--- src/rtl/pwm_capture.sv ---
// ---------------------------------------------------------------------------
// pwm_capture
//
// PWM receiver/decoder. Samples an asynchronous PWM line, measures the high
// time and the period in clk cycles between synchronized rising edges, and
// reports the 8-bit duty value that produced the waveform. It also detects a
// line stuck high or low (no rising edge for TIMEOUT_CYC cycles) and flags any
// measured period that differs from the nominal one.
//
// Parameters:
//   PERIOD_CYC  - nominal PWM period in clk cycles
//   CNT_W       - width of the cycle counters and of period
//                 (2**CNT_W must exceed TIMEOUT_CYC)
//   TIMEOUT_CYC - cycles without a rising edge before the line is stuck
//
// Ports:
//   clk        in   system clock, all logic on the rising edge
//   rst        in   synchronous active-high reset
//   pwm_in     in   asynchronous PWM input
//   duty       out  last measured high time saturated to 255
//                   (0 / 255 after a stuck-low / stuck-high timeout)
//   period     out  last measured period in cycles (0 after a timeout)
//   valid      out  one-cycle strobe, the other outputs update with it
//   stuck      out  last report was a timeout rather than a full period
//   period_err out  last full-period measurement was not PERIOD_CYC
// ---------------------------------------------------------------------------
module pwm_capture #(
    parameter int PERIOD_CYC  = 256,
    parameter int CNT_W       = 16,
    parameter int TIMEOUT_CYC = 1024
) (
    input  logic             clk,
    input  logic             rst,
    input  logic             pwm_in,
    output logic [7:0]       duty,
    output logic [CNT_W-1:0] period,
    output logic             valid,
    output logic             stuck,
    output logic             period_err
);

    typedef enum logic [1:0] {
        ST_IDLE,   // waiting for a first rising edge, nothing to report yet
        ST_HIGH,   // inside the high phase of a measured period
        ST_LOW,    // inside the low phase of a measured period
        ST_STUCK   // timeout reported, waiting for the line to move
    } state_t;

    localparam logic [CNT_W-1:0] CNT_ONE     = CNT_W'(1);
    localparam logic [CNT_W-1:0] CNT_MAX     = '1;
    localparam logic [CNT_W-1:0] TIMEOUT_VAL = CNT_W'(TIMEOUT_CYC);
    localparam logic [CNT_W-1:0] PERIOD_NOM  = CNT_W'(PERIOD_CYC);

    // Synchronizer chain: sync_meta may go metastable, s is the clean sample,
    // s_d is s one cycle later for edge detection.
    logic sync_meta;
    logic s;
    logic s_d;

    state_t           state;
    logic [CNT_W-1:0] pcnt;   // cycles since the last rise (period counter)
    logic [CNT_W-1:0] hcnt;   // cycles the line stayed high after the last rise

    logic       rise;
    logic       fall;
    logic       timeout_hit;
    logic [7:0] hcnt_sat;

    assign rise        = s & ~s_d;
    assign fall        = ~s & s_d;
    assign timeout_hit = (pcnt == TIMEOUT_VAL);
    assign hcnt_sat    = (|hcnt[CNT_W-1:8]) ? 8'hff : hcnt[7:0];

    // NOTE: every register here is written with <= so all of them sample the
    // pre-edge values; with = the synchronizer stages would collapse into one.
    always_ff @(posedge clk) begin
        if (rst) begin
            sync_meta  <= 1'b0;
            s          <= 1'b0;
            s_d        <= 1'b0;
            state      <= ST_IDLE;
            pcnt       <= '0;
            hcnt       <= '0;
            duty       <= '0;
            period     <= '0;
            valid      <= 1'b0;
            stuck      <= 1'b0;
            period_err <= 1'b0;
        end else begin
            sync_meta <= pwm_in;
            s         <= sync_meta;
            s_d       <= s;
            valid     <= 1'b0;

            // Period counter restarts at 1 on every rise so that the value seen
            // in the cycle of the next rise equals the period; it also restarts
            // the timeout window when a stuck line finally falls.
            if (rise) begin
                pcnt <= CNT_ONE;
            end else if (state == ST_STUCK && fall) begin
                pcnt <= '0;
            end else if (pcnt != CNT_MAX) begin
                pcnt <= pcnt + CNT_ONE;
            end

            // High-time counter counts the rise cycle itself plus every later
            // cycle the line stays high; it freezes from the fall onward.
            if (rise) begin
                hcnt <= CNT_ONE;
            end else if (state == ST_HIGH && s) begin
                hcnt <= hcnt + CNT_ONE;
            end

            // A rise always wins over a timeout in the same cycle.
            if (rise) begin
                if (state == ST_LOW) begin
                    duty       <= hcnt_sat;
                    period     <= pcnt;
                    period_err <= (pcnt != PERIOD_NOM);
                    stuck      <= 1'b0;
                    valid      <= 1'b1;
                end
                state <= ST_HIGH;
            end else if (state != ST_STUCK && timeout_hit) begin
                duty       <= s ? 8'hff : 8'h00;
                period     <= '0;
                period_err <= 1'b0;
                stuck      <= 1'b1;
                valid      <= 1'b1;
                state      <= ST_STUCK;
            end else begin
                case (state)
                    ST_HIGH:  if (fall) state <= ST_LOW;
                    ST_STUCK: if (fall) state <= ST_IDLE;
                    default:  state <= state;
                endcase
            end
        end
    end

endmodule
--- config.mk ---
export PLATFORM = sky130hd
export DESIGN_NAME = pwm_capture
export DESIGN_NICKNAME = d
export VERILOG_FILES = /design/src/rtl/pwm_capture.sv
export SDC_FILE = /design/constraint.sdc
export NUM_CORES = 1
export LEC_CHECK = 0
export CAP_MARGIN = 20
export CORE_ASPECT_RATIO = 0.8
export CORE_MARGIN = 1.5
export CORE_UTILIZATION = 40
export CTS_BUF_LIST = sky130_fd_sc_hd__clkbuf_8
export CTS_CLUSTER_DIAMETER = 200
export DETAILED_ROUTE_END_ITERATION = 16
export GPL_TIMING_DRIVEN = 0
export REMOVE_ABC_BUFFERS = 1
export SLEW_MARGIN = 20
export SYNTH_ARGS = -nofsm -noshare
export SYNTH_HDL_FRONTEND = slang
export SYNTH_SLANG_ARGS = --single-unit
--- constraint.sdc ---
create_clock -name clk -period 2 [get_ports clk]
set_input_delay 0.4 -clock clk [delete_from_list [all_inputs] [get_ports clk]]
set_output_delay 0.4 -clock clk [all_outputs]
set_load 0.05 [all_outputs]
==> results of run 1 <==
-- cells in the final DEF (no fill, tap or decap), types with 3 or more instances in the layout --
cell | synthesis | routed
o32ai_1 | 17 | 17
or3_1 | 4 | 4
nand4_1 | 6 | 6
ha_1 | 5 | 5
o211ai_1 | 4 | 4
clkbuf_8 | 0 | 11
o21ai_0 | 14 | 14
mux2i_1 | 12 | 12
clkdlybuf4s50_1 | 0 | 28
nand3_1 | 11 | 11
o31ai_1 | 5 | 5
xor2_1 | 3 | 3
nor4_1 | 6 | 5
or4_1 | 9 | 8
dfxtp_1 | 64 | 64
inv_1 | 21 | 23
a21oi_1 | 14 | 14
nor3_1 | 8 | 8
buf_4 | 0 | 7
and3_1 | 3 | 3
xnor2_1 | 6 | 6
nor2_1 | 24 | 23
nand2_1 | 41 | 40
o211a_1 | 3 | 3
-- cells by family (layout without fill, tap and decap cells) --
| logic type | after synthesis | after routing | share of synthesized area |
|---|---|---|---|
| adder cells (fa/ha/maj) | 5 | 5 | 0.0218 |
| flip-flops | 64 | 64 | 0.447 |
| multiplexers | 12 | 12 | 0.0419 |
| buffers and inverters | 41 | 75 | 0.0559 |
| AO/OA/AOI/OAI | 70 | 71 | 0.173 |
| AND/OR/NAND/NOR | 130 | 130 | 0.232 |
| XOR/XNOR | 9 | 9 | 0.0275 |
-- power breakdown --
group          switching, uW  internal [uW]
registers               12.8           1280
clock network            492            630
logic                   72.9           36.5
-- sequential cells by signal, summed over array words and instances (netlist names) --
signal and flops:
stuck 1, state 2, s_d 1, period_err 1, hcnt 16, period 16
sync_meta 1, duty 8, valid 1, s 1, pcnt 16
-- cell type report --
class                           instances  area, um2  area share
Timing Repair Buffer                   37        364       0.103
Multi-Input combinational cell        227       1480       0.422
Clock buffer                           11        151      0.0430
Sequential cell                        64       1280       0.364
Tap cell                               87        109      0.0309
Clock inverter                          5       47.5      0.0135
Inverter                               22       82.6      0.0235
-- repair_timing --
| item | CTS | global route |
|---|---|---|
| hold buffers | 0 | 0 |
| gates resized for setup | 8 | 4 |
| buffers inserted | 5 | 3 |
| setup endpoints to repair | 46 | 38 |
| gates cloned | 1 | 0 |
| pin swaps | 3 | 4 |
-- through the flow --
stage	hold slack, ns	std cells	TNS (ns)	instance area, um2	util
2_1_floorplan	0.414	312	-0.398	2790	-
3_3_place_gp	0.421	428	-35.61	3190	0.462
3_5_place_dp	0.442	428	-33.77	3190	0.464
4_1_cts	0.455	450	0	3480	0.505
5_1_grt	0.462	453	0	3520	0.511
6_report	0.454	453	0	3520	0.511
-- path summary, 6_finish.rpt --
check	startpoint	to	depth (start not counted)
hold / removal	sync_meta	s	1
setup reg to reg	s	hcnt[12]	4
setup / recovery	period[11]	period[11]	1
hold reg to reg	sync_meta	s	1
-- routing by layer --
metal,vias to the layer above,global-route usage
li1,1275,-
met1,1219,0.271
met2,63,0.263
met3,11,0.0467
met4,0,0.0814
met5,-,0
==> impl_metrics.toml, run 1 <==
[run_status]
status = "finished, final reports clean"

[detailed_routing]
routedWlPerCell_um = 15.3
post-route-drc-count = 0
wl_met1_mm = 3.57
drt_iter0_drc = 124
wl_met3_um = 371
via_per_inst = 5.67
ant_nets = 0
vias = 2568
met2WireLength_mm = 2.87
highest_layer = "met4"
drt-pass1-iter-count = 4
routed_wl_mm = 6.93

[timing]
setup_viol_count_final = 0
setup_ws_ns = 0.0714
finalClockSkew_ns = 0.00631
maxSlewViolCount = 0
fmax_mhz = 519
maxSlewHeadroom = 0.597
period_minus_slack_ns = 1.93
rsz0062_at_grt = "false"
finalCritPeriodShare = 0.964
worst_pin_slew_ns = 0.605
hold_viol = 0

[logic_synthesis]
synth_seq_area_share = 0.447
synth_top_area_share = 0.447
ys_warn_count = 0
synthCells = 331
synth_edf_count = 0
avgSynthCellArea_um2 = 8.66
yosysMostFrequentCell = "dfxtp_1"
synth_top_cell_by_area = "dfxtp_1"
async_flop_share = 0
ys_top_cells_by_count = "dfxtp_1, nand2_1, nor2_1, inv_1, o32ai_1"
ys.flop_type = "dfxtp_1"
synth_cell_types = 48
yosys_register_bits = 64
synth.area.top_cells = "dfxtp_1, nand2_1, o32ai_1"
syn_area_um2 = 2870

[cts]
insertion_delay_ns = 0.35
tritoncts = "built"
cts.path.max_buffers = 2
root_buffer = "clkbuf_8"
cts_buffers = 9
clkTransAtPathRegs_ns = 0.07
cts_sinks = 64
h-tree-depth = 3

[power]
p_per_area_nw_per_um2 = 719
vdd_drop_max_uv = 348
p_leak_uw = 0.00120
finalPower_uw = 2530

[worst_setup_path]
path_buf_inv = 1
critPathMaxFanout = 2
start_kind = "flip-flop"
crit_arrival_ns = 1.53
end_kind = "primary output"
required_ns = 1.60
critPathTopFamily = "buffers and inverters"
path_cells = "clkdlybuf4s50_1"
criticalPathCategory = "reg2out"
r2r_slack_ns = 0.10
cpPeakStageDelay_ns = 0.82
crit_slowest_cell = "clkdlybuf4s50_1"

[global_route]
track_usage = 0.187
antenna_found_initial = 0
grt_pass1_wl_mm = 11.4
grt_overflow = 0
grt_pass1_vias = 2278
grt_start_max_net_pins = 29

[placed_design]
place_congestion = 0.808
port_buffers = 29
pre_cts_ws_ns = -1.25
hpwl_mm = 4.37

[floorplan]
start_util = 0.416
row_count = 27
ios = 30
die-height_um = 78.7
core_um2 = 6890
dieArea_um2 = 7680
die_width_um = 97.6

[finish]
fin_nets = 369
area_growth_pct = 22.8
n_fill_cell = 662
drive_gt1_frac = 0.101
n_antenna_cell = 0

[worst_hold_path]
min_path_type = "reg2reg"

[flow_run]
drv_cap = 0
Note: power is estimated with default switching activity, not from simulation.
==> run 2, diff against run 1 <==
--- a/config.mk
+++ b/config.mk
@@ -5,6 +5,7 @@
 export SDC_FILE = /design/constraint.sdc
 export NUM_CORES = 1
 export LEC_CHECK = 0
+export ABC_CLOCK_PERIOD_IN_PS = 2000
 export CAP_MARGIN = 20
 export CORE_ASPECT_RATIO = 0.8
 export CORE_MARGIN = 1.5
==> results of run 2 <==
The final DEF is identical to that of run 1; final timing and power are the same.
==> run 3, diff against run 2 <==
--- a/config.mk
+++ b/config.mk
@@ -14,6 +14,7 @@
 export CTS_CLUSTER_DIAMETER = 200
 export DETAILED_ROUTE_END_ITERATION = 16
 export GPL_TIMING_DRIVEN = 0
+export PLACE_DENSITY = 0.66
 export REMOVE_ABC_BUFFERS = 1
 export SLEW_MARGIN = 20
 export SYNTH_ARGS = -nofsm -noshare
==> run 3 against run 2 <==
Net effect:
- critical endpoint is now pcnt[8]
- total power decreased by 3.7%
- clock power decreased by 8%
- sequential power about the same
- largest power group unchanged
- highest routed layer unchanged
- first-iteration DRC count increased by 19%
- maximum frequency increased by 0.98%
- utilization decreased by 0.15 points
- sequential cell count unchanged
- clock skew increased by 0.0037 ns
- non-clock buffer count increased by 3
==> impl_metrics.toml, run 3 (synthesis gave the netlist of run 1 again) <==
[run_status]
status = "finished, final reports clean"

[timing]
finalCritPeriodShare = 0.955
worst_pin_slew_ns = 0.603
hold_viol = 0
finalClockSkew_ns = 0.0100
maxSlewHeadroom = 0.595
maxSlewViolCount = 0
setup_viol_count_final = 0
period_minus_slack_ns = 1.91
fmax_mhz = 524

[global_route]
grt_pass1_wl_mm = 10.9
antenna_found_initial = 0
grt_pass1_vias = 2184
grt_start_max_net_pins = 29
track_usage = 0.179
grt_overflow = 0

[floorplan]
row_count = 27
start_util = 0.416
die-height_um = 78.7
die_width_um = 97.6
dieArea_um2 = 7680
core_um2 = 6890
ios = 30

[power]
seqPwrFrac = 0.532
switching_share = 0.225
p_per_area_nw_per_um2 = 694
finalPower_uw = 2440
p_leak_uw = 0.00118
power.share.combinational = 0.045
p_switching_uw = 549
p_int_uw = 1890
clkPwrFrac = 0.422
vdd_drop_max_uv = 281

[finish]
fin_nets = 372
finish.utilization = 0.509
final_common_cell = "dfxtp_1"
area_growth_pct = 22.5
drive_gt1_frac = 0.109
top_regs = "hcnt (16), pcnt (16), period (16)"
n_antenna_cell = 0
layout_common_cells = "dfxtp_1, nand2_1, clkdlybuf4s50_1"

[cts]
root_buffer = "clkbuf_8"
cts_sinks = 64
cts_buffers = 9
insertion_delay_ns = 0.34
tritoncts = "built"
h-tree-depth = 3
clkTransAtPathRegs_ns = 0.07
cts.path.max_buffers = 2
ctsHoldBuffers = 0

[worst_hold_path]
min_path_type = "reg2reg"

[placed_design]
place_congestion = 0.862
hpwl_mm = 4.14
port_buffers = 29

[worst_setup_path]
end_kind = "flip-flop"
criticalPathCategory = "reg2reg"
r2r_slack_ns = 0.09
required_ns = 2.24
start_kind = "flip-flop"
crit_arrival_ns = 2.15
critPathMaxFanout = 16

[detailed_routing]
ant_nets = 0
routedWlPerCell_um = 14.7
post-route-drc-count = 0
via_per_inst = 5.51
vias = 2498
drt-pass1-iter-count = 4
routed_wl_mm = 6.66
drt_iter0_drc = 147

[flow_run]
drv_cap = 0
## run 3: changes by cell type in the layout (fill, tap and decap cells not counted), sizes merged
| cell | change |
|---|---|
| inv | -2 |
| bufinv | -1 |
| buf | +3 |
| clkinv | -2 |
| clkbuf | +2 |
## run 3: power groups by stage
stage          clock (uW)  combinational [uW]  sequential (uW)
2_1_floorplan           0                59.7             1320
4_1_cts              1050                 100             1300
5_1_grt              1100                 122             1300
3_5_place_dp            0                94.1             1330
3_3_place_gp            0                92.2             1330
6_report             1030                 111             1300
## run 3: timing repair
action / in CTS / in global routing
resized for setup: 9 / 3
endpoints found under the hold margin: 0 / 0
pin swaps: 3 / 4
gates cloned: 1 / 0
setup buffers: 4 / 7
setup endpoints to repair: 46 / 27
## run 3: through the flow
| stage | hold WS, ns | cell area (um2) | instances | worst slack [ns] | setup TNS [ns] |
|---|---|---|---|---|---|
| final | 0.445 | 3510 | 453 | 0.0901 | 0 |
| after global routing | 0.458 | 3510 | 453 | -0.0124 | -0.0220 |
| after CTS | 0.450 | 3440 | 446 | 0.0373 | 0 |
| after detailed placement | 0.434 | 3190 | 428 | -1.17 | -32.15 |
| after global placement | 0.420 | 3190 | 428 | -1.18 | -35.14 |
| after floorplan | 0.414 | 2790 | 312 | -0.0265 | -0.398 |
## run 3: area by class of cell
class                   count  area, um2
repair buffers             40        374
flip-flops and latches     64       1280
clock buffers              13        179
inverters                  22       82.6
fillers                   665       3380
well taps                  87        109
multi-input cells         227       1480
## run 3: worst paths after layout
kind / cells past startpoint / endpoint / start
worst max-delay path: 5 / pcnt[8] / s
worst min-delay path: 1 / s / sync_meta
worst max register to register: 5 / pcnt[8] / s
worst min register to register: 1 / s / sync_meta
## run 3: layer usage
metal | track usage | share of wire | vias to the layer above
met4 | 0.0814 | 0.015 | 0
met2 | 0.252 | 0.41 | 58
li1 | - | - | 1272
met3 | 0.0361 | 0.049 | 8
met5 | 0 | 0 | -
met1 | 0.263 | 0.52 | 1160
## run 3: critical path: stages (launching register included)
cell and delay [ns]:
dfxtp_1 0.36, ha_1 0.33, or2_2 0.50, nor2_4 0.32, o311ai_0 0.21, o41ai_1 0.09
